**src/rtl/i2c_target_regfile.sv**
```systemverilog
// I2C 7-bit-address target with an 8-bit register file and a local SoC register port.
// Latency: SCL/SDA seen 2 aclk after the pad (+3 with glitch filter); loc_rdata 1 aclk after loc_addr.
// Backpressure: none; the I2C master paces all transfers, and the local port is always ready.
//
// Ports:
//   aclk, aresetn         system clock, asynchronous active-low reset
//   SCL_I, SDA_I          pad inputs (open-drain bus)
//   SDA_O, SDA_T          SDA output value (always 0) and tristate (0 = drive low, 1 = release)
//   loc_addr/we/wdata     local register write port; loc_rdata = regs[loc_addr], registered
//   wr_strobe, wr_addr    one pulse per byte written over I2C, with its register index
//   busy                  high from address match until STOP, master NACK or address mismatch
// Build option: define I2C_TARGET_GLITCH_FILTER_EN to add a 3-cycle persistence filter
// on both synchronized lines.

module i2c_target_regfile #(
  parameter logic [6:0] P_I2C_DEV_ADDR = 7'h41,
  parameter int         P_NUM_REGS     = 16,
  parameter int         P_AW           = $clog2(P_NUM_REGS)
) (
  input  logic            aclk,
  input  logic            aresetn,
  input  logic            SCL_I,
  input  logic            SDA_I,
  output logic            SDA_O,
  output logic            SDA_T,
  input  logic [P_AW-1:0] loc_addr,
  input  logic            loc_we,
  input  logic [7:0]      loc_wdata,
  output logic [7:0]      loc_rdata,
  output logic            wr_strobe,
  output logic [P_AW-1:0] wr_addr,
  output logic            busy
);

  typedef enum logic [3:0] {
    ST_IDLE,
    ST_ADDR,
    ST_ADDR_ACK,
    ST_PTR,
    ST_PTR_ACK,
    ST_WDATA,
    ST_WDATA_ACK,
    ST_RDATA,
    ST_RDATA_MACK,
    ST_WAIT
  } state_t;

  // ------------------------------------------------------------------
  // Input conditioning
  // ------------------------------------------------------------------
  logic [1:0] scl_sync_q;
  logic [1:0] sda_sync_q;
  logic       scl_c;
  logic       sda_c;

  always_ff @(posedge aclk or negedge aresetn) begin
    if (!aresetn) begin
      scl_sync_q <= 2'b11;
      sda_sync_q <= 2'b11;
    end else begin
      scl_sync_q <= {scl_sync_q[0], SCL_I};
      sda_sync_q <= {sda_sync_q[0], SDA_I};
    end
  end

`ifdef I2C_TARGET_GLITCH_FILTER_EN
  // Bit 0 = SCL, bit 1 = SDA. The filtered value follows the input only once
  // the input has differed from it on 3 consecutive samples.
  logic [1:0] raw_lines;
  logic [1:0] filt_q;
  logic [1:0] filt_d;
  logic [1:0] fcnt_q [2];
  logic [1:0] fcnt_d [2];

  assign raw_lines = {sda_sync_q[1], scl_sync_q[1]};

  always_comb begin
    filt_d = filt_q;
    for (int i = 0; i < 2; i++) begin
      fcnt_d[i] = 2'd0;
      if (raw_lines[i] != filt_q[i]) begin
        if (fcnt_q[i] == 2'd2) begin
          filt_d[i] = raw_lines[i];
        end else begin
          fcnt_d[i] = fcnt_q[i] + 2'd1;
        end
      end
    end
  end

  always_ff @(posedge aclk or negedge aresetn) begin
    if (!aresetn) begin
      filt_q <= 2'b11;
      for (int i = 0; i < 2; i++) begin
        fcnt_q[i] <= 2'd0;
      end
    end else begin
      filt_q <= filt_d;
      fcnt_q <= fcnt_d;
    end
  end

  assign scl_c = filt_q[0];
  assign sda_c = filt_q[1];
`else
  assign scl_c = scl_sync_q[1];
  assign sda_c = sda_sync_q[1];
`endif

  logic scl_d_q;
  logic sda_d_q;

  always_ff @(posedge aclk or negedge aresetn) begin
    if (!aresetn) begin
      scl_d_q <= 1'b1;
      sda_d_q <= 1'b1;
    end else begin
      scl_d_q <= scl_c;
      sda_d_q <= sda_c;
    end
  end

  logic scl_rise;
  logic scl_fall;
  logic start_det;
  logic stop_det;

  assign scl_rise  = scl_c & ~scl_d_q;
  assign scl_fall  = ~scl_c & scl_d_q;
  // SCL must be high on both samples so an SDA change near an SCL edge is not
  // mistaken for START/STOP.
  assign start_det = scl_c & scl_d_q & sda_d_q & ~sda_c;
  assign stop_det  = scl_c & scl_d_q & ~sda_d_q & sda_c;

  // ------------------------------------------------------------------
  // Protocol FSM
  // ------------------------------------------------------------------
  state_t          state_q, state_d;
  logic [3:0]      bit_cnt_q, bit_cnt_d;   // 8 means a full byte has been shifted
  logic [7:0]      shreg_q, shreg_d;
  logic [P_AW-1:0] ptr_q, ptr_d;
  logic [P_AW-1:0] ptr_inc;
  logic            rw_q, rw_d;
  logic            sda_t_q, sda_t_d;
  logic            busy_q, busy_d;
  logic            wr_strobe_q, wr_strobe_d;
  logic [P_AW-1:0] wr_addr_q, wr_addr_d;
  logic [7:0]      regs_q [P_NUM_REGS];
  logic [7:0]      regs_d [P_NUM_REGS];
  logic [7:0]      rd_byte;

  assign ptr_inc = ptr_q + P_AW'(1);
  assign rd_byte = regs_q[ptr_q];

  always_comb begin
    state_d     = state_q;
    bit_cnt_d   = bit_cnt_q;
    shreg_d     = shreg_q;
    ptr_d       = ptr_q;
    rw_d        = rw_q;
    sda_t_d     = sda_t_q;
    busy_d      = busy_q;
    wr_strobe_d = 1'b0;
    wr_addr_d   = wr_addr_q;

    if (stop_det) begin
      state_d   = ST_IDLE;
      bit_cnt_d = 4'd0;
      sda_t_d   = 1'b1;
      busy_d    = 1'b0;
    end else if (start_det) begin
      state_d   = ST_ADDR;
      bit_cnt_d = 4'd0;
      sda_t_d   = 1'b1;
    end else begin
      case (state_q)
        ST_ADDR, ST_PTR, ST_WDATA: begin
          if (scl_rise && !bit_cnt_q[3]) begin
            shreg_d   = {shreg_q[6:0], sda_c};
            bit_cnt_d = bit_cnt_q + 4'd1;
            // The byte is committed to the register file during the strobe
            // cycle; the pointer advances now so wr_addr keeps the old index.
            if (state_q == ST_WDATA && bit_cnt_q == 4'd7) begin
              wr_strobe_d = 1'b1;
              wr_addr_d   = ptr_q;
              ptr_d       = ptr_inc;
            end
          end else if (scl_fall && bit_cnt_q[3]) begin
            bit_cnt_d = 4'd0;
            if (state_q == ST_ADDR) begin
              if (shreg_q[7:1] == P_I2C_DEV_ADDR) begin
                state_d = ST_ADDR_ACK;
                rw_d    = shreg_q[0];
                busy_d  = 1'b1;
                sda_t_d = 1'b0;
              end else begin
                state_d = ST_WAIT;
                busy_d  = 1'b0;
              end
            end else if (state_q == ST_PTR) begin
              ptr_d   = shreg_q[P_AW-1:0];
              state_d = ST_PTR_ACK;
              sda_t_d = 1'b0;
            end else begin
              state_d = ST_WDATA_ACK;
              sda_t_d = 1'b0;
            end
          end
        end

        ST_ADDR_ACK, ST_PTR_ACK, ST_WDATA_ACK: begin
          if (scl_fall) begin
            bit_cnt_d = 4'd0;
            sda_t_d   = 1'b1;
            if (state_q == ST_ADDR_ACK && rw_q) begin
              // First read bit goes on the bus as the ACK clock ends.
              state_d = ST_RDATA;
              shreg_d = rd_byte;
              sda_t_d = rd_byte[7];
            end else if (state_q == ST_ADDR_ACK) begin
              state_d = ST_PTR;
            end else begin
              state_d = ST_WDATA;
            end
          end
        end

        ST_RDATA: begin
          if (scl_rise && !bit_cnt_q[3]) begin
            bit_cnt_d = bit_cnt_q + 4'd1;
          end else if (scl_fall && bit_cnt_q != 4'd0) begin
            if (bit_cnt_q[3]) begin
              state_d = ST_RDATA_MACK;
              sda_t_d = 1'b1;
            end else begin
              shreg_d = shreg_q << 1;
              sda_t_d = shreg_q[6];
            end
          end
        end

        ST_RDATA_MACK: begin
          if (scl_rise) begin
            if (sda_c) begin
              state_d = ST_WAIT;
              busy_d  = 1'b0;
            end else begin
              ptr_d   = ptr_inc;
              shreg_d = regs_q[ptr_inc];
            end
          end else if (scl_fall) begin
            // Only reachable after a master ACK; a NACK has already left.
            state_d   = ST_RDATA;
            bit_cnt_d = 4'd0;
            sda_t_d   = shreg_q[7];
          end
        end

        ST_WAIT: sda_t_d = 1'b1;

        default: sda_t_d = 1'b1;
      endcase
    end
  end

  always_ff @(posedge aclk or negedge aresetn) begin
    if (!aresetn) begin
      state_q     <= ST_IDLE;
      bit_cnt_q   <= 4'd0;
      shreg_q     <= 8'h00;
      ptr_q       <= '0;
      rw_q        <= 1'b0;
      sda_t_q     <= 1'b1;
      busy_q      <= 1'b0;
      wr_strobe_q <= 1'b0;
      wr_addr_q   <= '0;
    end else begin
      state_q     <= state_d;
      bit_cnt_q   <= bit_cnt_d;
      shreg_q     <= shreg_d;
      ptr_q       <= ptr_d;
      rw_q        <= rw_d;
      sda_t_q     <= sda_t_d;
      busy_q      <= busy_d;
      wr_strobe_q <= wr_strobe_d;
      wr_addr_q   <= wr_addr_d;
    end
  end

  // ------------------------------------------------------------------
  // Register file; an I2C write beats a local write to the same index.
  // shreg_q still holds the received byte throughout the strobe cycle.
  // ------------------------------------------------------------------
  logic [7:0] loc_rdata_q;

  always_comb begin
    for (int i = 0; i < P_NUM_REGS; i++) begin
      regs_d[i] = regs_q[i];
      if (wr_strobe_q && wr_addr_q == P_AW'(i)) begin
        regs_d[i] = shreg_q;
      end else if (loc_we && loc_addr == P_AW'(i)) begin
        regs_d[i] = loc_wdata;
      end
    end
  end

  always_ff @(posedge aclk or negedge aresetn) begin
    if (!aresetn) begin
      for (int i = 0; i < P_NUM_REGS; i++) begin
        regs_q[i] <= 8'h00;
      end
      loc_rdata_q <= 8'h00;
    end else begin
      regs_q      <= regs_d;
      loc_rdata_q <= regs_q[loc_addr];
    end
  end

  assign SDA_O     = 1'b0;
  assign SDA_T     = sda_t_q;
  assign busy      = busy_q;
  assign wr_strobe = wr_strobe_q;
  assign wr_addr   = wr_addr_q;
  assign loc_rdata = loc_rdata_q;

endmodule

```
**config.mk**
```make
export PLATFORM = sky130hd
export DESIGN_NAME = i2c_target_regfile
export DESIGN_NICKNAME = d
export VERILOG_FILES = /design/src/rtl/i2c_target_regfile.sv
export SDC_FILE = /design/constraint.sdc
export NUM_CORES = 1
export LEC_CHECK = 0
export BUFFER_PORTS_ARGS = -buffer_cell sky130_fd_sc_hd__buf_2
export CAP_MARGIN = 20
export CORE_ASPECT_RATIO = 0.9
export CORE_MARGIN = 3
export CORE_UTILIZATION = 45
export DETAILED_ROUTE_END_ITERATION = 8
export GPL_TIMING_DRIVEN = 0
export PLACE_DENSITY_LB_ADDON = 0.2
export SYNTH_ARGS = -nofsm -noshare
export SYNTH_HDL_FRONTEND = slang
export SYNTH_SLANG_ARGS = --single-unit
```
**constraint.sdc**
```tcl
create_clock -name aclk -period 5.08 [get_ports aclk]
set_clock_uncertainty 0.05 [all_clocks]
set_input_delay 0.508 -clock aclk [delete_from_list [all_inputs] [get_ports aclk]]
set_output_delay 0.508 -clock aclk [all_outputs]
set_load 0.005 [all_outputs]
```
### Yosys cells after proc, flatten, opt, wreduce, memory -nomap -nowiden

Index checks and enable logic that the tools add are counted.

| storage, ports and cells | value |
|---|---|
| input bits | 17 |
| register bits after elaboration | 170 |
| output and inout port bits | 16 |
| word-level logic and storage cells | 305 |

| cells by class | value |
|---|---|
| bitwise gates (word level) | 17 |
| equality and inequality tests | 71 |
| $lt $le $gt $ge | 3 |
| mux-type cells | 111 |
| add/sub/neg operators | 2 |
| reductions and logical operators | 71 |

Operators by type and width:

| kind | count |
|---|---|
| 2-to-1 mux 8 bit | 46 |
| 2-to-1 mux 4 bit | 27 |
| binary-select mux 8 bit (select 4 bit) | 3 |
| == test 4 bit (second input constant) | 17 |
| == test 4 x 3 -> 1 bit (second input constant) | 13 |
| logical AND 1 bit | 37 |
| inequality test 4 bit (second input constant) | 9 |
| nonzero test 2 bit | 17 |
| case mux 4 bit (4 select lines) | 2 |
| case mux 8 bit (4 select lines) | 1 |
| inequality test 3 bit (second input constant) | 9 |
| 2-to-1 mux 1 bit | 26 |
| == test 4 x 2 -> 1 bit (second input constant) | 6 |
| inequality test 5 bit (second input constant) | 4 |
| AND reduction 9 bit | 2 |
| inequality test 2 bit (second input constant) | 8 |
| >= comparator 5 bit (second input constant) | 3 |
| inverter 4 -> 5 bit | 3 |
| AND reduction 7 bit | 2 |
| == test 4 x 1 -> 1 bit (second input constant) | 3 |
| AND reduction 11 bit | 1 |
| adder 4 x 1 -> 4 bit (second input constant) | 2 |
| zero test 4 bit | 2 |
| case mux 4 bit (2 select lines) | 1 |
| 16 further kinds | 31 |

### Depth between registers and ports, before layout

Gate-level depths: netlist of run 1.

| depth | value |
|---|---|
| depth in word-level cells | 9 |
| depth in mapped cells | 10 |
| gate-level depth less buffers | 8 |

### Least setup slack after synthesis of run 1

Ideal clock, no wire load.

| path | value |
|---|---|
| kind | reg2reg |
| from | register ptr_q[1] |
| to | register shreg_q[5] |
| setup slack | 2.572 ns |
| period minus slack after synthesis | 2.508 ns |
| library setup time | 0.124 ns |
| data required time | 4.906 ns |
| buffers on the path | 3 |
| arrival | 2.334 ns |
| cell stages (with the launch flop) | 10 |
| cells stage by stage | dfrtp_1 ha_1 buf_2 buf_2 buf_1 mux4_2 a211oi_1 a21oi_1 a21oi_1 a21oi_1 |

| between the ends | value |
|---|---|
| word-level cells in the longest chain between the ends | 8 |
| elaborated cells between the ends (all ways) | 14 |
| classes of those cells | add/sub (1); mux (11); bitwise (2) |

RTL lines:

| element | RTL line | text |
|---|---|---|
| start: declaration | 141 | `logic [P_AW-1:0] ptr_q, ptr_d;` |
| start signal: assignment | 281 | `ptr_q <= ptr_d;` |
| adder 4 x 1 -> 4 bit | 152 | `assign ptr_inc = ptr_q + P_AW'(1);` |
| inverter 4 -> 5 bit (implied by the code) | 249 | `shreg_d = regs_q[ptr_inc];` |
| binary-select mux 8 bit (select 4 bit) | 249 |  |
| 2-to-1 mux 8 bit (implied by the code) (2 in series) | 249 |  |
| 2-to-1 mux 8 bit | 244 | `if (sda_c) begin` |
| 2-to-1 mux 8 bit | 243 | `if (scl_rise) begin` |
| case mux 8 bit (4 select lines) (*) | 176 | `case (state_q)` |
| end signal: assignment | 280 | `shreg_q <= shreg_d;` |
| end: declaration | 140 | `logic [7:0] shreg_q, shreg_d;` |

Mark *: on every way between the ends. The rest lies on a longest branch, timed or not. The select of a mux whose other input is x is not followed.
A chain may end at the register's enable or synchronous reset.

### Worst setup path in the final report of run 1

Same ends and word-level chain as after synthesis.

==> results.rst, run 1 <==
.. list-table::
   :header-rows: 1

   * - Metric
     - Value
   * - Largest family of logic cells by synthesized area
     - multiplexers
   * - Async SR Flop Fraction
     - 100%
   * - Vertical die dimension
     - 157 µm
   * - Worst-Margin Slew
     - 1040 ps
   * - Critical setup path kind
     - reg -> reg
   * - Core area
     - between 20000 and 25000 µm²
   * - Post-detailed-route via-to-cell ratio
     - approximately 6.6
   * - H-tree depth
     - 4
   * - Post-synthesis adder-cell area fraction
     - 0.659%
   * - First DRT Iteration DRCs
     - 1697
   * - Number of warnings issued by yosys
     - 0
   * - WL/cell
     - between 20 and 30 µm
   * - Endpoint type of the worst setup path
     - flip-flop
   * - Number of filler cells placed in the layout
     - 2280
   * - Clock Tree Root
     - sky130_fd_sc_hd__clkbuf_16
   * - Count of input and output buffers
     - 30
   * - Total I/O pin count
     - 33
   * - Req. time, crit path
     - roughly 5400 ps
   * - Final Wtd Congestion
     - 0.980
   * - Final hold violation count
     - 0
   * - Die Wd
     - 174 µm
   * - Post-Synth XOR/XNOR Area
     - less than 1%
   * - Starting Density
     - 46.3%
   * - Number of synthesized register bits
     - 170
   * - Post-synthesis instance total
     - 1076
   * - Areal power density over the cells
     - 543 nW/µm²
   * - Crit start category
     - flip-flop
   * - Status
     - complete, no violations
   * - Post-CTS Setup Bufs
     - 0
   * - Count of standard-cell rows
     - 54
   * - Worst Path Max Fanout
     - 10
   * - Gr ovfl total
     - 0
   * - Syn Nets
     - approximately 1100
   * - TritonCTS clock tree
     - done
   * - Final count of negative-setup-slack endpoints
     - 0
   * - Antenna viol nets, final
     - 0
   * - Antenna violations before repair
     - 0
   * - Post-synthesis simple-gate area fraction
     - between 10% and 20%
   * - LEAKAGE
     - 5.03 nW
   * - Post-Syn Area
     - 11400 µm²
   * - Pins over their slew limit
     - 0
   * - Global-route wire length before repair
     - 61400 µm
   * - # diodes
     - 0
   * - Class of the tightest hold or removal check
     - in -> reg
   * - Crit path time final
     - 3410 ps
   * - Highest ir drop seen on vdd
     - 0.305 mV
   * - Overall die area
     - about 27000 µm²
   * - Sequential area share after synthesis
     - 37.4%
   * - Worst slew margin relative to its limit
     - just over 30%
   * - Register area
     - 4260 µm²
   * - Number of design rule violations left after detail routing
     - 0
   * - Number of enable-type register cells in the synthesized netlist
     - 0
   * - Final TNS setup
     - 0 ps
   * - Share of post-route cells with drive strength above 1
     - 19.1%
   * - Inserted Clock Buffers
     - 17
   * - Post-layout nets
     - between 1000 and 1500
   * - Pin count of the biggest net entering global routing
     - 107
   * - Distinct cells, synth
     - 64
   * - GRT Util Overall
     - 30.8%
   * - Overall Power
     - 0.00685 W
   * - Worst EP arrival
     - 3690 ps
   * - Peak Freq
     - around 0.29 GHz
   * - Multi-input logic area
     - 6660 µm²
   * - Wirelength, routed
     - approximately 41000 µm
   * - Multiplexer area fraction after synthesis
     - 34.1%
   * - Vias after detailed routing
     - 9765
   * - Fraction of the mapped netlist area in compound gates
     - 11.5%
   * - Insertion delay to the later sink of the worst-skew pair
     - approximately 460 ps
   * - Post-synthesis to final-layout area growth
     - 10.7%
   * - Dpl hpwl
     - 29800 µm
   * - Number of maximum-capacitance violations
     - 0
   * - Number of global-route vias before repair
     - between 9000 and 10000
   * - Number of buffers on the longest clock path
     - 2
   * - First-pass detailed-route iteration total
     - 6
   * - Setup repair after global routing missed its margin
     - false
   * - Main flop type after synthesis
     - sky130_fd_sc_hd__dfrtp_1
   * - Average cell area after synthesis
     - 10.6 µm²
   * - Number of clock sinks
     - 170
   * - Clock-pin slew on the worst setup and hold paths
     - 70 ps
   * - Final period utilization
     - 67.1%
## registers in the layout, indices dropped and copies added (netlist names), 2 cells and up
signal	flops
bit_cnt_q	4
loc_rdata	8
ptr_q	4
regs_q	128
scl_sync_q	2
sda_sync_q	2
shreg_q	8
state_q	4
wr_addr	4
## path summary, 6_finish.rpt
kind	startpoint	slack, ps	cells after the start	endpoint
max in group asynchronous	aresetn	3500	3	regs_q[5]
max	ptr_q[1]	1670	9	shreg_q[5]
min	SDA_I	100	1	sda_sync_q[0]
min reg2reg	scl_sync_q[0]	310	0	scl_sync_q[1]
max reg2reg	ptr_q[1]	1670	9	shreg_q[5]
min in group asynchronous	aresetn	530	2	state_q[2]
## layer usage
metal	global-route usage (%)	part of all wire, %	up-vias
li1	-	-	4098
met1	45.0	41	4850
met2	44.1	42	736
met3	9.24	14	81
met4	9.92	2.9	0
met5	0	0	-
## synth_stat cells, drive strengths merged (5+ instances only)
library cell    n  area (µm²)
nand3          10        50.1
ha              6        75.1
nand2          66         248
nor4            5        37.5
nor2b          17         106
clkbuf         56         210
a21oi         144         721
or3             5        31.3
inv            12        45.0
dfrtp         163        4080
nor3            9        45.0
a211oi         10        80.1
nor2          149         559
o21ai          38         190
dfstp           7         184
mux2            8        90.1
buf            43         220
mux4          107        2410
nand2b         17         106
mux2i         139        1390
## power by group
group          leakage (nW)  switching (W)  internal (W)
logic                  2.81        0.00197       0.00154
registers              1.95       0.000349       0.00169
clock network         0.269       0.000654      0.000645
## timing repair
action,in CTS,in global routing
hold buffers,1,0
hold endpoints to repair,57,0
resized for setup,0,0
## area by class of cell
type | count | share of cell area [%]
multi-input cells | 795 | 52.8
flip-flops and latches | 170 | 33.8
inverters | 12 | 0.357
clock buffers | 17 | 3.37
repair buffers | 35 | 1.87
plain buffers | 99 | 3.41
well taps | 336 | 3.33
clock inverters | 15 | 1.06
## placed cells by master, fill, tap and decap left out, types with 5 or more instances in the layout
| master | Yosys | routed |
|---|---|---|
| sky130_fd_sc_hd__inv_6 | 0 | 5 |
| sky130_fd_sc_hd__or3_1 | 5 | 5 |
| sky130_fd_sc_hd__a21oi_1 | 144 | 144 |
| sky130_fd_sc_hd__nor3_1 | 9 | 9 |
| sky130_fd_sc_hd__buf_2 | 26 | 55 |
| sky130_fd_sc_hd__buf_1 | 12 | 12 |
| sky130_fd_sc_hd__dfrtp_1 | 163 | 163 |
| sky130_fd_sc_hd__nand3_1 | 10 | 10 |
| sky130_fd_sc_hd__nor2b_1 | 17 | 17 |
| sky130_fd_sc_hd__dfstp_2 | 7 | 7 |
| sky130_fd_sc_hd__a211oi_1 | 9 | 9 |
| sky130_fd_sc_hd__o21ai_0 | 21 | 21 |
| sky130_fd_sc_hd__nand2_1 | 66 | 66 |
| sky130_fd_sc_hd__mux2i_1 | 139 | 139 |
| sky130_fd_sc_hd__mux2_1 | 6 | 6 |
| sky130_fd_sc_hd__clkbuf_16 | 0 | 17 |
| sky130_fd_sc_hd__clkbuf_1 | 56 | 56 |
| sky130_fd_sc_hd__o21ai_1 | 17 | 17 |
| sky130_fd_sc_hd__ha_1 | 6 | 6 |
| sky130_fd_sc_hd__clkinv_4 | 0 | 6 |
| sky130_fd_sc_hd__nor2_1 | 149 | 149 |
| sky130_fd_sc_hd__inv_1 | 11 | 11 |
| sky130_fd_sc_hd__nand2b_1 | 17 | 17 |
| sky130_fd_sc_hd__mux4_2 | 107 | 107 |
## critical path: stages, from the launching register on
cell and delay [ps]:
sky130_fd_sc_hd__dfrtp_1 440, sky130_fd_sc_hd__ha_1 290, sky130_fd_sc_hd__buf_2 260, sky130_fd_sc_hd__buf_2 460, sky130_fd_sc_hd__buf_1 690, sky130_fd_sc_hd__mux4_2 440
sky130_fd_sc_hd__a211oi_1 290, sky130_fd_sc_hd__a21oi_1 70, sky130_fd_sc_hd__a21oi_1 210, sky130_fd_sc_hd__a21oi_1 80
## stage by stage
step	instances	area, µm²	hold slack, ps	util [%]	setup WS, ps
2_1_floorplan	1076	11400	162	-	2570
3_3_place_gp	1442	12000	296	48.7	520
3_5_place_dp	1445	12000	297	48.9	1710
4_1_cts	1478	12600	89.6	51.2	1760
5_1_grt	1479	12600	94.9	51.3	1500
6_report	1479	12600	103	51.3	1670
## cells by family (layout without fill, tap and decap cells)
| family | Yosys count | in the layout |
|---|---|---|
| AO/OA/AOI/OAI | 230 | 230 |
| XOR/XNOR | 3 | 3 |
| adder cells (fa/ha/maj) | 6 | 6 |
| buffers and inverters | 111 | 178 |
| flip-flops | 170 | 170 |
| multiplexers | 254 | 254 |
| other | 1 | 1 |
| AND/OR/NAND/NOR | 301 | 301 |
Power figures use the tool's default switching activity.
==> inputs of run 2 (changes only) <==
- ABC_AREA: not set -> 1
- clock period: 5.08 -> 2.8 ns (I/O delays scaled with it)
==> results.rst, run 2 <==
.. list-table::
   :header-rows: 1

   * - Metric
     - Value
   * - Hold Path Cell Cnt
     - 3
   * - Depth of the worst register-to-register path
     - 9
   * - Placed instance count
     - 2173
   * - Reg2reg start
     - ptr_q[1]
   * - Routed metal-1 wire length
     - 23100 µm
   * - Number of clock sinks
     - 170
   * - Pins over their slew limit
     - 0
   * - Worst setup slack for register-to-register paths
     - -20 ps
   * - Number of buffers on the longest clock path
     - 2
   * - Sequential area share after synthesis
     - 35.8%
   * - Most frequent cell after synthesis
     - sky130_fd_sc_hd__nand2_1
   * - H-tree depth
     - 4
   * - TritonCTS clock tree
     - done
   * - Final Wtd Congestion
     - 1.07
   * - Biggest register
     - regs_q
   * - Endpoint type of the worst setup path
     - flip-flop
   * - Cell with the largest stage delay on the worst path
     - sky130_fd_sc_hd__clkbuf_1
   * - Core area
     - 25600 µm²
   * - Areal power density over the cells
     - 1090 nW/µm²
   * - Total I/O pin count
     - 33
   * - Class of the tightest hold or removal check
     - in -> reg
   * - Terminus of the critical flop-to-flop path
     - shreg_q[0]
   * - Number of flip-flops under the largest register name
     - 128
   * - Final period utilization
     - 101%
   * - Post-synthesis to final-layout area growth
     - 10.6%
   * - Number of maximum-capacitance violations
     - 0
   * - Post-synthesis instance total
     - 1804
   * - Req. time, crit path
     - 3090 ps
   * - Critical path, cell by cell
     - clkbuf_1 -> buf_2 -> nand3_1 -> nand3_1 -> nand3_1 -> nand3_1 -> nand2_1 -> nor2_1 -> nor2_1
   * - Most frequent cells in the layout
     - sky130_fd_sc_hd__nand2_1 (435), sky130_fd_sc_hd__nand3_1 (238), sky130_fd_sc_hd__o21ai_0 (180), sky130_fd_sc_hd__inv_1 (175), sky130_fd_sc_hd__dfrtp_1 (163)
   * - Worst Setup Slack, final
     - -24.8 ps
   * - Post-synth top area cell
     - sky130_fd_sc_hd__dfrtp_1
   * - Starting Density
     - about 47%
   * - Antenna violations before repair
     - 0
   * - First-pass detailed-route iteration total
     - 8
   * - Count of standard-cell rows
     - 55
   * - Clock Tree Root
     - sky130_fd_sc_hd__clkbuf_16
   * - Startpoint of the worst hold path
     - loc_wdata[6]
   * - Final hold violation count
     - 0
   * - Distinct cells, synth
     - 39
   * - Crit path buf inv count
     - 2
   * - Delay contributed by the slowest stage of the critical path
     - 610 ps
   * - Number of synthesized register bits
     - 170
   * - Syn Nets
     - 1827
   * - Post-layout nets
     - 1876
   * - Number of enable-type register cells in the synthesized netlist
     - 0
   * - Number of warnings issued by yosys
     - 0
   * - Length of routed met2 wiring
     - 22800 µm
   * - Clock-pin slew on the worst setup and hold paths
     - 80 ps
   * - Biggest area contributors in the synthesized netlist
     - sky130_fd_sc_hd__dfrtp_1 (34%), sky130_fd_sc_hd__nand2_1 (14%), sky130_fd_sc_hd__nand3_1 (10%)
   * - Average cell area after synthesis
     - around 6.6 µm²
   * - Highest ir drop seen on vdd
     - 0.595 mV
   * - Post-synth top cells
     - sky130_fd_sc_hd__nand2_1 (435), sky130_fd_sc_hd__nand3_1 (238), sky130_fd_sc_hd__o21ai_0 (180)
   * - Vias after detailed routing
     - 14000
   * - Antenna viol nets, final
     - 0
   * - Hold EP
     - regs_q[70]
   * - Wire length on met3
     - about 8600 µm
   * - Top-area cell type share of the netlist area
     - 34.2%
   * - Insertion delay to the later sink of the worst-skew pair
     - about 450 ps
   * - Inserted Clock Buffers
     - 17
   * - Worst Path Max Fanout
     - 10
   * - WL/cell
     - 26.2 µm
   * - GRT Util Overall
     - 40.3%
   * - Critical setup path kind
     - reg -> reg
   * - CP startpoint
     - ptr_q[1]
   * - Post-detailed-route via-to-cell ratio
     - 6.36
   * - Overall Power
     - between 0.01 and 0.015 W
   * - Wirelength, routed
     - 57900 µm
   * - LEAKAGE
     - slightly above 6 nW
   * - Worst EP arrival
     - 3110 ps
   * - Async SR Flop Fraction
     - 100%
   * - Max layer used
     - met4
   * - Worst-Margin Slew
     - between 1000 and 1500 ps
   * - Dpl hpwl
     - 43500 µm
   * - Post-Syn Area
     - 11900 µm²
   * - Violated checks
     - negative setup slack
   * - Number of design rule violations left after detail routing
     - 0
   * - Number of non-filler instances in the completed layout
     - 2207
   * - Peak Freq
     - about 0.35 GHz
   * - # diodes
     - 0
   * - Final count of negative-setup-slack endpoints
     - 1
   * - Overall die area
     - 28500 µm²
   * - Global-route wire length before repair
     - about 84000 µm
   * - Status
     - finished with violations
   * - Setup repair after global routing missed its margin
     - false
   * - Vertical die dimension
     - 160 µm
   * - Final TNS setup
     - -24.8 ps
   * - Most frequent standard cell in the layout excluding fill and tap cells
     - sky130_fd_sc_hd__nand2_1
   * - Crit path time final
     - 2820 ps
   * - Worst slew margin relative to its limit
     - between 20% and 30%
   * - Main flop type after synthesis
     - sky130_fd_sc_hd__dfrtp_1
   * - Gr ovfl total
     - 0
   * - Largest delay contributor family on the critical path
     - buffers and inverters
   * - Share of post-route cells with drive strength above 1
     - 9.97%
   * - Number of global-route vias before repair
     - 13000
   * - Die Wd
     - 178 µm
   * - First DRT Iteration DRCs
     - 2514
   * - Count of input and output buffers
     - 26
   * - Pin count of the biggest net entering global routing
     - 106
   * - CP dominant cell by count
     - sky130_fd_sc_hd__nand3_1
   * - Crit start category
     - flip-flop
[run 2: cell types whose count changed after synthesis, sizes merged, moves of 59 or more]
cell | previous run | this run
nand2 | 66 | 452
nand3 | 10 | 238
inv | 12 | 204
o21ai | 38 | 190
mux2i | 139 | 0
o22ai | 4 | 141
mux4 | 107 | 0
a21oi | 144 | 85
[run 2: cell families after synthesis]
kind of cell	count (synthesis)	share of synthesized area, %
AND/OR/NAND/NOR	864	31.9
other	1	0.0315
buffers and inverters	324	10.9
flip-flops	170	35.8
AO/OA/AOI/OAI	435	20.2
XOR/XNOR	4	0.483
adder cells (fa/ha/maj)	6	0.630
[run 2: how the worst max path moves through the flow]
stage	depth (start not counted)	end
2_1_floorplan	13	shreg_q[4]
3_3_place_gp	1	bit_cnt_q[0]
3_5_place_dp	11	shreg_q[6]
4_1_cts	11	shreg_q[7]
5_1_grt	12	shreg_q[6]
6_report	9	shreg_q[0]
[run 2: area by class of cell]
class | count | area (µm²)
Sequential cell | 170 | 4260
Buffer | 117 | 533
Clock buffer | 21 | 440
Timing Repair Buffer | 30 | 198
Multi-Input combinational cell | 1310 | 6350
Fill cell | 2638 | 12400
Clock inverter | 10 | 191
Tap cell | 342 | 428
Inverter | 207 | 778
[run 2: worst reg2reg max path, stage by stage (launching register included)]
cell,delay (ps)
sky130_fd_sc_hd__dfrtp_1,580
sky130_fd_sc_hd__clkbuf_1,610
sky130_fd_sc_hd__buf_2,500
sky130_fd_sc_hd__nand3_1,290
sky130_fd_sc_hd__nand3_1,200
sky130_fd_sc_hd__nand3_1,140
sky130_fd_sc_hd__nand3_1,130
sky130_fd_sc_hd__nand2_1,60
sky130_fd_sc_hd__nor2_1,110
sky130_fd_sc_hd__nor2_1,40
[run 2: per-layer routing]
metal	vias to the layer above	GRT usage, %
li1	6127	-
met1	6621	56.8
met2	1093	55.0
met3	205	13.3
met4	0	19.6
met5	-	0
[run 2: metrics by stage]
step,hold WS (ps),setup WS (ps),util [%],instance area (µm²)
2_1_floorplan,-65.6,858,-,11900
3_3_place_gp,296,-1470,48.7,12500
3_5_place_dp,219,-107,48.9,12500
4_1_cts,158,17.7,51.5,13200
5_1_grt,198,25.0,51.5,13200
6_report,149,-24.8,51.5,13200
[run 2: what timing repair did]
action | CTS | global route
hold endpoints to repair | 66 | 0
hold buffers | 3 | 0
setup buffers | 0 | 0
resized for setup | 2 | 12
endpoints found under the setup margin | 8 | 7
[run 2: report_power, final]
part,leakage (nW),internal [W],switching [W]
combinational,3.81,0.00218,0.00604
sequential,2.07,0.00302,0.000344
clock,0.304,0.00159,0.00113
